File: config.mk
export PLATFORM = sky130hd
export DESIGN_NAME = rf_dump_ctrl
export DESIGN_NICKNAME = d
export VERILOG_FILES = /design/src/rtl/rf_dump_ctrl.sv
export SDC_FILE = /design/constraint.sdc
export NUM_CORES = 1
export LEC_CHECK = 0
export ABC_AREA = 1
export CELL_PAD_IN_SITES_DETAIL_PLACEMENT = 0
export CELL_PAD_IN_SITES_GLOBAL_PLACEMENT = 1
export CORE_MARGIN = 2
export CORE_UTILIZATION = 34
export DETAILED_ROUTE_END_ITERATION = 12
export PLACE_DENSITY = 0.85
export RECOVER_POWER = 50
export SKIP_LAST_GASP = 1
export SLEW_MARGIN = 0
export SYNTH_ARGS = -nofsm -noshare
export SYNTH_HDL_FRONTEND = slang
export SYNTH_SLANG_ARGS = --single-unit
File: constraint.sdc
create_clock -name clk -period 4.6 [get_ports clk]
set_input_delay 1.15 -clock clk [delete_from_list [all_inputs] [get_ports clk]]
set_output_delay 1.15 -clock clk [all_outputs]
set_load 0.02 [all_outputs]
File: src/rtl/rf_dump_ctrl.sv
// rf_dump_ctrl: runs the core for a set number of cycles (or until halt), then streams out every register.
// Latency: core_run one cycle after the start edge; first dump word two cycles after RUN ends; 2 cycles/word minimum.
// Backpressure: dump_valid holds with dump_idx/dump_data frozen until dump_ready; no ready->valid comb path.
//
// Ports: clk/rst (sync, active-high) | start_btn, run_cycles, halt : run control
//        core_run : core enable      | rf_raddr -> rf_rdata : combinational register-file read
//        dump_valid/dump_ready, dump_idx, dump_data : output word stream | busy, done : status
// Optional macro RF_DUMP_CYCLE_COUNT_EN: appends a trailing word (idx NREGS) carrying the RUN cycle
// count; needs ADDR_W wide enough to hold NREGS.
module rf_dump_ctrl #(
  parameter int DATA_W  = 32,
  parameter int NREGS   = 32,
  parameter int ADDR_W  = 5,
  parameter int CYCLE_W = 16
) (
  input  logic               clk,
  input  logic               rst,
  input  logic               start_btn,
  input  logic [CYCLE_W-1:0] run_cycles,
  input  logic               halt,
  output logic               core_run,
  output logic [ADDR_W-1:0]  rf_raddr,
  input  logic [DATA_W-1:0]  rf_rdata,
  output logic               dump_valid,
  input  logic               dump_ready,
  output logic [ADDR_W-1:0]  dump_idx,
  output logic [DATA_W-1:0]  dump_data,
  output logic               busy,
  output logic               done
);

  typedef enum logic [2:0] {S_IDLE, S_RUN, S_FETCH, S_OUT, S_DONE} state_t;

`ifdef RF_DUMP_CYCLE_COUNT_EN
  localparam logic [ADDR_W-1:0] LAST_IDX = ADDR_W'(NREGS);
`else
  localparam logic [ADDR_W-1:0] LAST_IDX = ADDR_W'(NREGS - 1);
`endif

  state_t              state_q;
  logic                start_q;
  logic [CYCLE_W-1:0]  cnt_q;
  logic [ADDR_W-1:0]   idx_q;
  logic                core_run_q;
  logic                dump_valid_q;
  logic [ADDR_W-1:0]   dump_idx_q;
  logic [DATA_W-1:0]   dump_data_q;
  logic                busy_q;
  logic                done_q;
`ifdef RF_DUMP_CYCLE_COUNT_EN
  logic [CYCLE_W-1:0]  elapsed_q;
`endif

  logic start_edge;
  assign start_edge = start_btn & ~start_q;

  always_ff @(posedge clk) begin
    if (rst) begin
      state_q      <= S_IDLE;
      start_q      <= 1'b0;
      cnt_q        <= '0;
      idx_q        <= '0;
      core_run_q   <= 1'b0;
      dump_valid_q <= 1'b0;
      dump_idx_q   <= '0;
      dump_data_q  <= '0;
      busy_q       <= 1'b0;
      done_q       <= 1'b0;
`ifdef RF_DUMP_CYCLE_COUNT_EN
      elapsed_q    <= '0;
`endif
    end else begin
      start_q <= start_btn;
      case (state_q)
        S_IDLE, S_DONE: begin
          if (start_edge) begin
            cnt_q  <= run_cycles;
            idx_q  <= '0;
            busy_q <= 1'b1;
            done_q <= 1'b0;
`ifdef RF_DUMP_CYCLE_COUNT_EN
            elapsed_q <= '0;
`endif
            // A zero run length skips the core entirely and dumps straight away.
            if (run_cycles == '0) begin
              state_q <= S_FETCH;
            end else begin
              state_q    <= S_RUN;
              core_run_q <= 1'b1;
            end
          end
        end

        S_RUN: begin
          cnt_q <= cnt_q - CYCLE_W'(1);
`ifdef RF_DUMP_CYCLE_COUNT_EN
          if (elapsed_q != '1) elapsed_q <= elapsed_q + CYCLE_W'(1);
`endif
          // The halt cycle itself still counts as a run cycle.
          if (cnt_q == CYCLE_W'(1) || halt) begin
            state_q    <= S_FETCH;
            core_run_q <= 1'b0;
          end
        end

        S_FETCH: begin
          dump_data_q  <= rf_rdata;
          dump_idx_q   <= idx_q;
          dump_valid_q <= 1'b1;
          state_q      <= S_OUT;
        end

        S_OUT: begin
          if (dump_ready) begin
            if (idx_q == LAST_IDX) begin
              state_q      <= S_DONE;
              dump_valid_q <= 1'b0;
              busy_q       <= 1'b0;
              done_q       <= 1'b1;
            end
`ifdef RF_DUMP_CYCLE_COUNT_EN
            // Cycle-count word needs no register read, so it is loaded without leaving OUT.
            else if (idx_q == ADDR_W'(NREGS - 1)) begin
              idx_q       <= LAST_IDX;
              dump_idx_q  <= LAST_IDX;
              dump_data_q <= DATA_W'(elapsed_q);
            end
`endif
            else begin
              idx_q        <= idx_q + ADDR_W'(1);
              dump_valid_q <= 1'b0;
              state_q      <= S_FETCH;
            end
          end
        end

        default: state_q <= S_IDLE;
      endcase
    end
  end

  // idx only changes on the edge into FETCH, so it is a stable registered read address.
  assign rf_raddr   = idx_q;
  assign core_run   = core_run_q;
  assign dump_valid = dump_valid_q;
  assign dump_idx   = dump_idx_q;
  assign dump_data  = dump_data_q;
  assign busy       = busy_q;
  assign done       = done_q;

endmodule

==> flow_summary_export.csv, run 1 <==
group,metric,value,unit
outcome,status,"completed",
grt,grt_usage,0.172,
logic_synthesis,yosysMostFrequentCell,"nand2_1",
timing,fin_setup_tns,0,ns
logic_synthesis,synth_area_leaders,"dfxtp_1 (43%), a21oi_1 (9.0%), nand2_1 (9.0%)",
timing,rsz0062_at_grt,"false",
flow_run,maxCapViolCount,0,
floorplanning,die_y,99.5,µm
worst_setup_path,crit_start,"rst",
timing,skew,0.0104,ns
clock_tree,cts_tree,"built",
logic_synthesis,synth-xor-area-share,0.00565,
worst_setup_path,end_kind,"flip-flop",
timing,fin_crit,3.40,ns
logic_synthesis,syn_inst,453,
logic_synthesis,synth_adder_area_share,0.0161,
layout,fill_cells,862,
drt,dr_total_vias,3119,
layout,finalNetCount,602,
logic_synthesis,synth_top_area_frac,0.426,
logic_synthesis,synth-warning-count,0,
worst_setup_path,crit_type,"in -> reg",
logic_synthesis,synth_flop_cell,"dfxtp_1",
logic_synthesis,muxShareOfSynthArea,0,
drt,first_pass_iters,5,
layout,final_core_util,0.498,
worst_hold_path,hold_path_class,"reg -> reg",
worst_setup_path,cp.required,4.82,ns
clock_tree,htreeDepth,3,
clock_tree,root_buffer,"clkbuf_8",
placement,port_buffers,98,
drt,antenna_left,0,
timing,fin_ws,1.20,ns
logic_synthesis,async_reset_ff_frac,0,
layout,drive_above_1_share,0.0436,
layout,antenna_cells,0,
grt,grt_antenna_before_repair,0,
placement,routabilityCongestion,0.844,
grt,grt_pass1_wl,13600,µm
clock_tree,cts_hold_buf,0,
drt,via_per_inst,4.74,
logic_synthesis,syn-cell-area,3100,µm²
drt,drt-initial-drc-count,140,
logic_synthesis,ys_seq_area_frac,0.426,
floorplanning,core.rowCount,34,
logic_synthesis,syn_nets,510,
floorplanning,io_pins,99,
placement,hpwl,5980,µm
logic_synthesis,synth-simple-area-share,0.252,
clock_tree,post_cts_resized,0,
floorplanning,die_w,99.5,µm
logic_synthesis,synth_top_area_cell,"dfxtp_1",
placement,place_area,4150,µm²
clock_tree,cts_buffers,9,
worst_setup_path,cp-start-kind,"input pin",
grt,grt_pass1_vias,2784,
logic_synthesis,ys_types,27,
pwr,vdd_drop_max,231,µV
logic_synthesis,synth_top_family_by_area,"simple AND/OR/NAND/NOR gates",
drt,wirelength,8380,µm
worst_setup_path,path_cells,"dlygate4sd3_1 -> clkbuf_1 -> inv_1 -> o211ai_1 -> a21oi_1",
drt,wl_per_cell,12.7,µm
worst_setup_path,cp_slowest_stage_delay,0.81,ns
timing,finalMaxSlewViolations,0,
logic_synthesis,synth_common_cells,"nand2_1 (74), dfxtp_1 (66), inv_1 (64), a21oi_1 (56), nor2_1 (52)",
timing,setup_violations,0,
timing,tightest_slew,1.09,ns
grt,grt_max_degree,66,
logic_synthesis,synth_compound_area_frac,0.192,
logic_synthesis,synth_seq_cells,66,
pwr,leakage,1.84,nW
logic_synthesis,avgSynthCellArea,6.85,µm²
clock_tree,post_cts_buffers,0,
clock_tree,path_clk_slew,0.07,ns
layout,syn2layout_area_growth,41.4,%
floorplanning,core,8810,µm²
timing,maxSlewHeadroom,0.271,
worst_setup_path,path_max_fanout,41,
logic_synthesis,synth_edf_count,0,
timing,fmax,294,MHz
timing,hold_viol,0,
pwr,power_density,543,nW/µm²
drt,drc,0,
clock_tree,clock_path_buffers,2,
floorplanning,dieArea,9910,µm²
layout,final_cell_area,4390,µm²
worst_setup_path,crit_arrival,3.62,ns
worst_hold_path,hold_start,"dump_idx[2]",
worst_setup_path,r2r-start,"state_q[1]",
clock_tree,cts_sinks,66,
clock_tree,clk_latency,0.35,ns
timing,period_share,0.739,
placement,place_ws,1.44,ns
worst_setup_path,cp_slowest_cell,"inv_1",
grt,gr-total-overflow,0,
floorplanning,start_util,0.352,
==> power by group <==
| group | internal [W] | total (W) | leakage, nW | switching [W] |
|---|---|---|---|---|
| clock | 0.000362 | 0.000600 | 0.117 | 0.000238 |
| combinational | 0.000379 | 0.000977 | 1.18 | 0.000598 |
| sequential | 0.000708 | 0.000806 | 0.541 | 0.0000983 |
| total | 0.00145 | 0.00238 | 1.84 | 0.000934 |
==> per-layer routing <==
| layer | up-vias | track usage | share of wire |
|---|---|---|---|
| met1 | 1393 | 0.229 | 0.47 |
| met3 | 14 | 0.0295 | 0.036 |
| li1 | 1639 | - | - |
| met4 | 0 | 0.0864 | 0.021 |
| met5 | - | 0 | 0 |
| met2 | 73 | 0.270 | 0.47 |
==> path summary, 6_finish.rpt <==
path         cells past startpoint  slack, ns          end
max                              5       1.20     cnt_q[2]
min                              2       0.44  dump_idx[2]
max reg2reg                      6       2.54     cnt_q[5]
min reg2reg                      2       0.44  dump_idx[2]
==> through the flow <==
stage | total power, W | std cells | hold WS, ns
after floorplan | 0.00148 | 453 | 0.453
after global placement | 0.00181 | 642 | 0.432
after detailed placement | 0.00183 | 642 | 0.436
after CTS | 0.00244 | 658 | 0.448
after global routing | 0.00256 | 658 | 0.455
final | 0.00238 | 658 | 0.440
==> layout make-up <==
cell class | count | area [µm²] | share of cell area
Timing Repair Buffer | 100 | 992 | 0.226
Sequential cell | 66 | 1320 | 0.301
Tap cell | 108 | 135 | 0.0308
Clock buffer | 10 | 128 | 0.0291
Clock inverter | 6 | 115 | 0.0262
Multi-Input combinational cell | 302 | 1450 | 0.330
Inverter | 66 | 248 | 0.0565
==> kinds of logic (layout without fill, tap and decap cells) <==
group | count (synthesis) | after routing
AO/OA/AOI/OAI | 114 | 114
adder cells (fa/ha/maj) | 4 | 4
buffers and inverters | 85 | 182
AND/OR/NAND/NOR | 182 | 182
flip-flops | 66 | 66
XOR/XNOR | 2 | 2
==> worst max-delay path: cells and delay by family <==
family,cells,cell delay [ns]
buf+inv,3,2.09
compound gates,2,0.37
==> placed cells by master (no fill, tap or decap), types with 2 or more instances in the layout <==
cell type	instances
nand3b_1	4
ha_1	4
dlygate4sd3_1	45
nor3_1	10
clkdlybuf4s50_1	53
a21oi_1	56
nand2_2	2
inv_1	65
nand2_1	75
nand3_1	33
o21ai_0	46
clkbuf_8	9
clkbuf_1	2
nand3_2	2
bufinv_16	3
xor2_1	2
dfxtp_1	66
o211ai_1	2
nor2_1	52
o21a_1	6
clkinv_4	2
==> sequential cells by signal (all words and copies together), names as in the netlist <==
signal / cells
dump_idx: 5
core_run: 1
done: 1
busy: 1
dump_valid: 1
start_q: 1
dump_data: 32
rf_raddr: 5
cnt_q: 16
state_q: 3
(Power assumes the default switching activity.)
==> run 2: changes to the inputs <==
- CORE_UTILIZATION: 34 -> 29
- PLACE_DENSITY: 0.85 -> 0.77
- clock period: 4.6 -> 3.1 ns (I/O delays scaled with it)
==> flow_summary_export.csv, run 2 (same netlist as run 1, synthesis figures left out) <==
group,metric,value,unit
worst_hold_path,hold_path_class,"reg -> reg",
timing,tightest_slew,1.01,ns
worst_setup_path,crit_type,"reg -> out",
timing,finalMaxSlewViolations,0,
outcome,status,"completed",
pwr,vdd_drop_max,308,µV
worst_setup_path,r2r_slack,1.19,ns
clock_tree,post_cts_buffers,0,
layout,antenna_cells,0,
worst_setup_path,cp.required,2.32,ns
timing,skew,0.0115,ns
timing,fin_setup_tns,0,ns
worst_setup_path,crit_start,"rf_raddr[0]",
clock_tree,clk_latency,0.35,ns
worst_setup_path,path_cells,"clkdlybuf4s50_1",
floorplanning,io_pins,99,
floorplanning,die_y,107,µm
placement,place_area,4200,µm²
grt,grt_max_degree,46,
worst_setup_path,r2r-start,"cnt_q[0]",
worst_setup_path,r2r_end,"cnt_q[12]",
layout,largest_reg_flops,32,
floorplanning,die_w,107,µm
worst_setup_path,cp_slowest_stage_delay,0.69,ns
worst_setup_path,cp_slowest_cell,"clkdlybuf4s50_1",
drt,first_pass_iters,4,
drt,via_per_inst,4.57,
timing,setup_violations,0,
clock_tree,cts_tree,"built",
clock_tree,cts_buffers,9,
timing,fmax,444,MHz
layout,syn2layout_area_growth,42.5,%
timing,maxSlewHeadroom,0.326,
clock_tree,path_clk_slew,0.07,ns
placement,hpwl,6430,µm
timing,hold_slack,0.441,ns
grt,grt_usage,0.157,
grt,grt_antenna_before_repair,0,
worst_setup_path,reg2regPathDepth,9,
worst_setup_path,cp-start-kind,"flip-flop",
worst_setup_path,critical_path_buf_inv_count,1,
worst_setup_path,crit_end,"rf_raddr[0]",
floorplanning,core,10400,µm²
worst_setup_path,cp_top_family,"buffers and inverters",
clock_tree,cts_hold_buf,0,
worst_setup_path,cp.depth,1,
worst_setup_path,path_max_fanout,6,
clock_tree,post_cts_resized,0,
grt,gr-total-overflow,0,
layout,finalNetCount,604,
floorplanning,start_util,0.299,
worst_hold_path,min_path_cells,2,
placement,routabilityCongestion,0.788,
worst_setup_path,end_kind,"output port",
grt,grt_pass1_vias,2860,
pwr,leakage,1.72,nW
drt,wl_per_cell,13.0,µm
layout,mostFrequentLayoutCells,"clkdlybuf4s50_1 (95), nand2_1 (74), dfxtp_1 (66)",
timing,hold_viol,0,
layout,final_common_cell,"clkdlybuf4s50_1",
flow_run,maxCapViolCount,0,
drt,wirelength,8950,µm
timing,fin_crit,2.25,ns
timing,period_share,0.726,
grt,grt_pass1_wl,14200,µm
worst_setup_path,crit_arrival,1.48,ns
clock_tree,clock_path_buffers,2,
timing,rsz0062_at_grt,"false",
drt,antenna_left,0,
clock_tree,htreeDepth,3,
clock_tree,cts_sinks,66,
pwr,power_density,804,nW/µm²
clock_tree,root_buffer,"clkbuf_8",
placement,port_buffers,98,
floorplanning,dieArea,11500,µm²
layout,fill_cells,1097,
drt,dr_total_vias,3144,
drt,drc,0,
drt,drt-initial-drc-count,151,
floorplanning,core.rowCount,37,
layout,drive_above_1_share,0.0525,
layout,final_cell_area,4420,µm²
[run 2: worst min-delay path by stage]
stage                   from            end  slack (ns)
5_1_grt         dump_data[3]   dump_data[3]        0.46
4_1_cts        dump_data[29]  dump_data[29]        0.45
6_report       dump_data[29]  dump_data[29]        0.44
2_1_floorplan     state_q[2]     state_q[2]        0.45
3_3_place_gp   dump_data[25]  dump_data[25]        0.43
3_5_place_dp   dump_data[13]  dump_data[13]        0.44
[run 2: area by class of cell]
type / count / area [µm²] / share of cell area
clock buffers: 10 / 138 / 0.0311
clock inverters: 6 / 90.1 / 0.0204
well taps: 136 / 170 / 0.0385
repair buffers: 102 / 1000 / 0.227
inverters: 66 / 248 / 0.0560
flip-flops and latches: 66 / 1320 / 0.299
multi-input cells: 302 / 1450 / 0.328
[run 2: per-layer routing]
layer | vias up | GRT usage | routed length [µm]
met5 | - | 0 | 0
li1 | 1650 | - | -
met1 | 1403 | 0.213 | 4310
met4 | 0 | 0.0604 | 195
met2 | 74 | 0.245 | 4080
met3 | 17 | 0.0303 | 358
[run 2: stage by stage]
step | util | instances | setup WS (ns) | power, W
final | 0.426 | 688 | 0.849 | 0.00356
after floorplan | - | 453 | 1.38 | 0.00219
after global routing | 0.426 | 688 | 0.785 | 0.00384
after global placement | 0.405 | 672 | 0.664 | 0.00271
after detailed placement | 0.405 | 672 | 0.628 | 0.00274
after CTS | 0.427 | 688 | 0.836 | 0.00360
[run 2: report_power, final]
group          switching, W  leakage [nW]  internal (W)
Clock              0.000364         0.112      0.000476
Sequential         0.000159         0.541       0.00105
Combinational      0.000897          1.07      0.000609
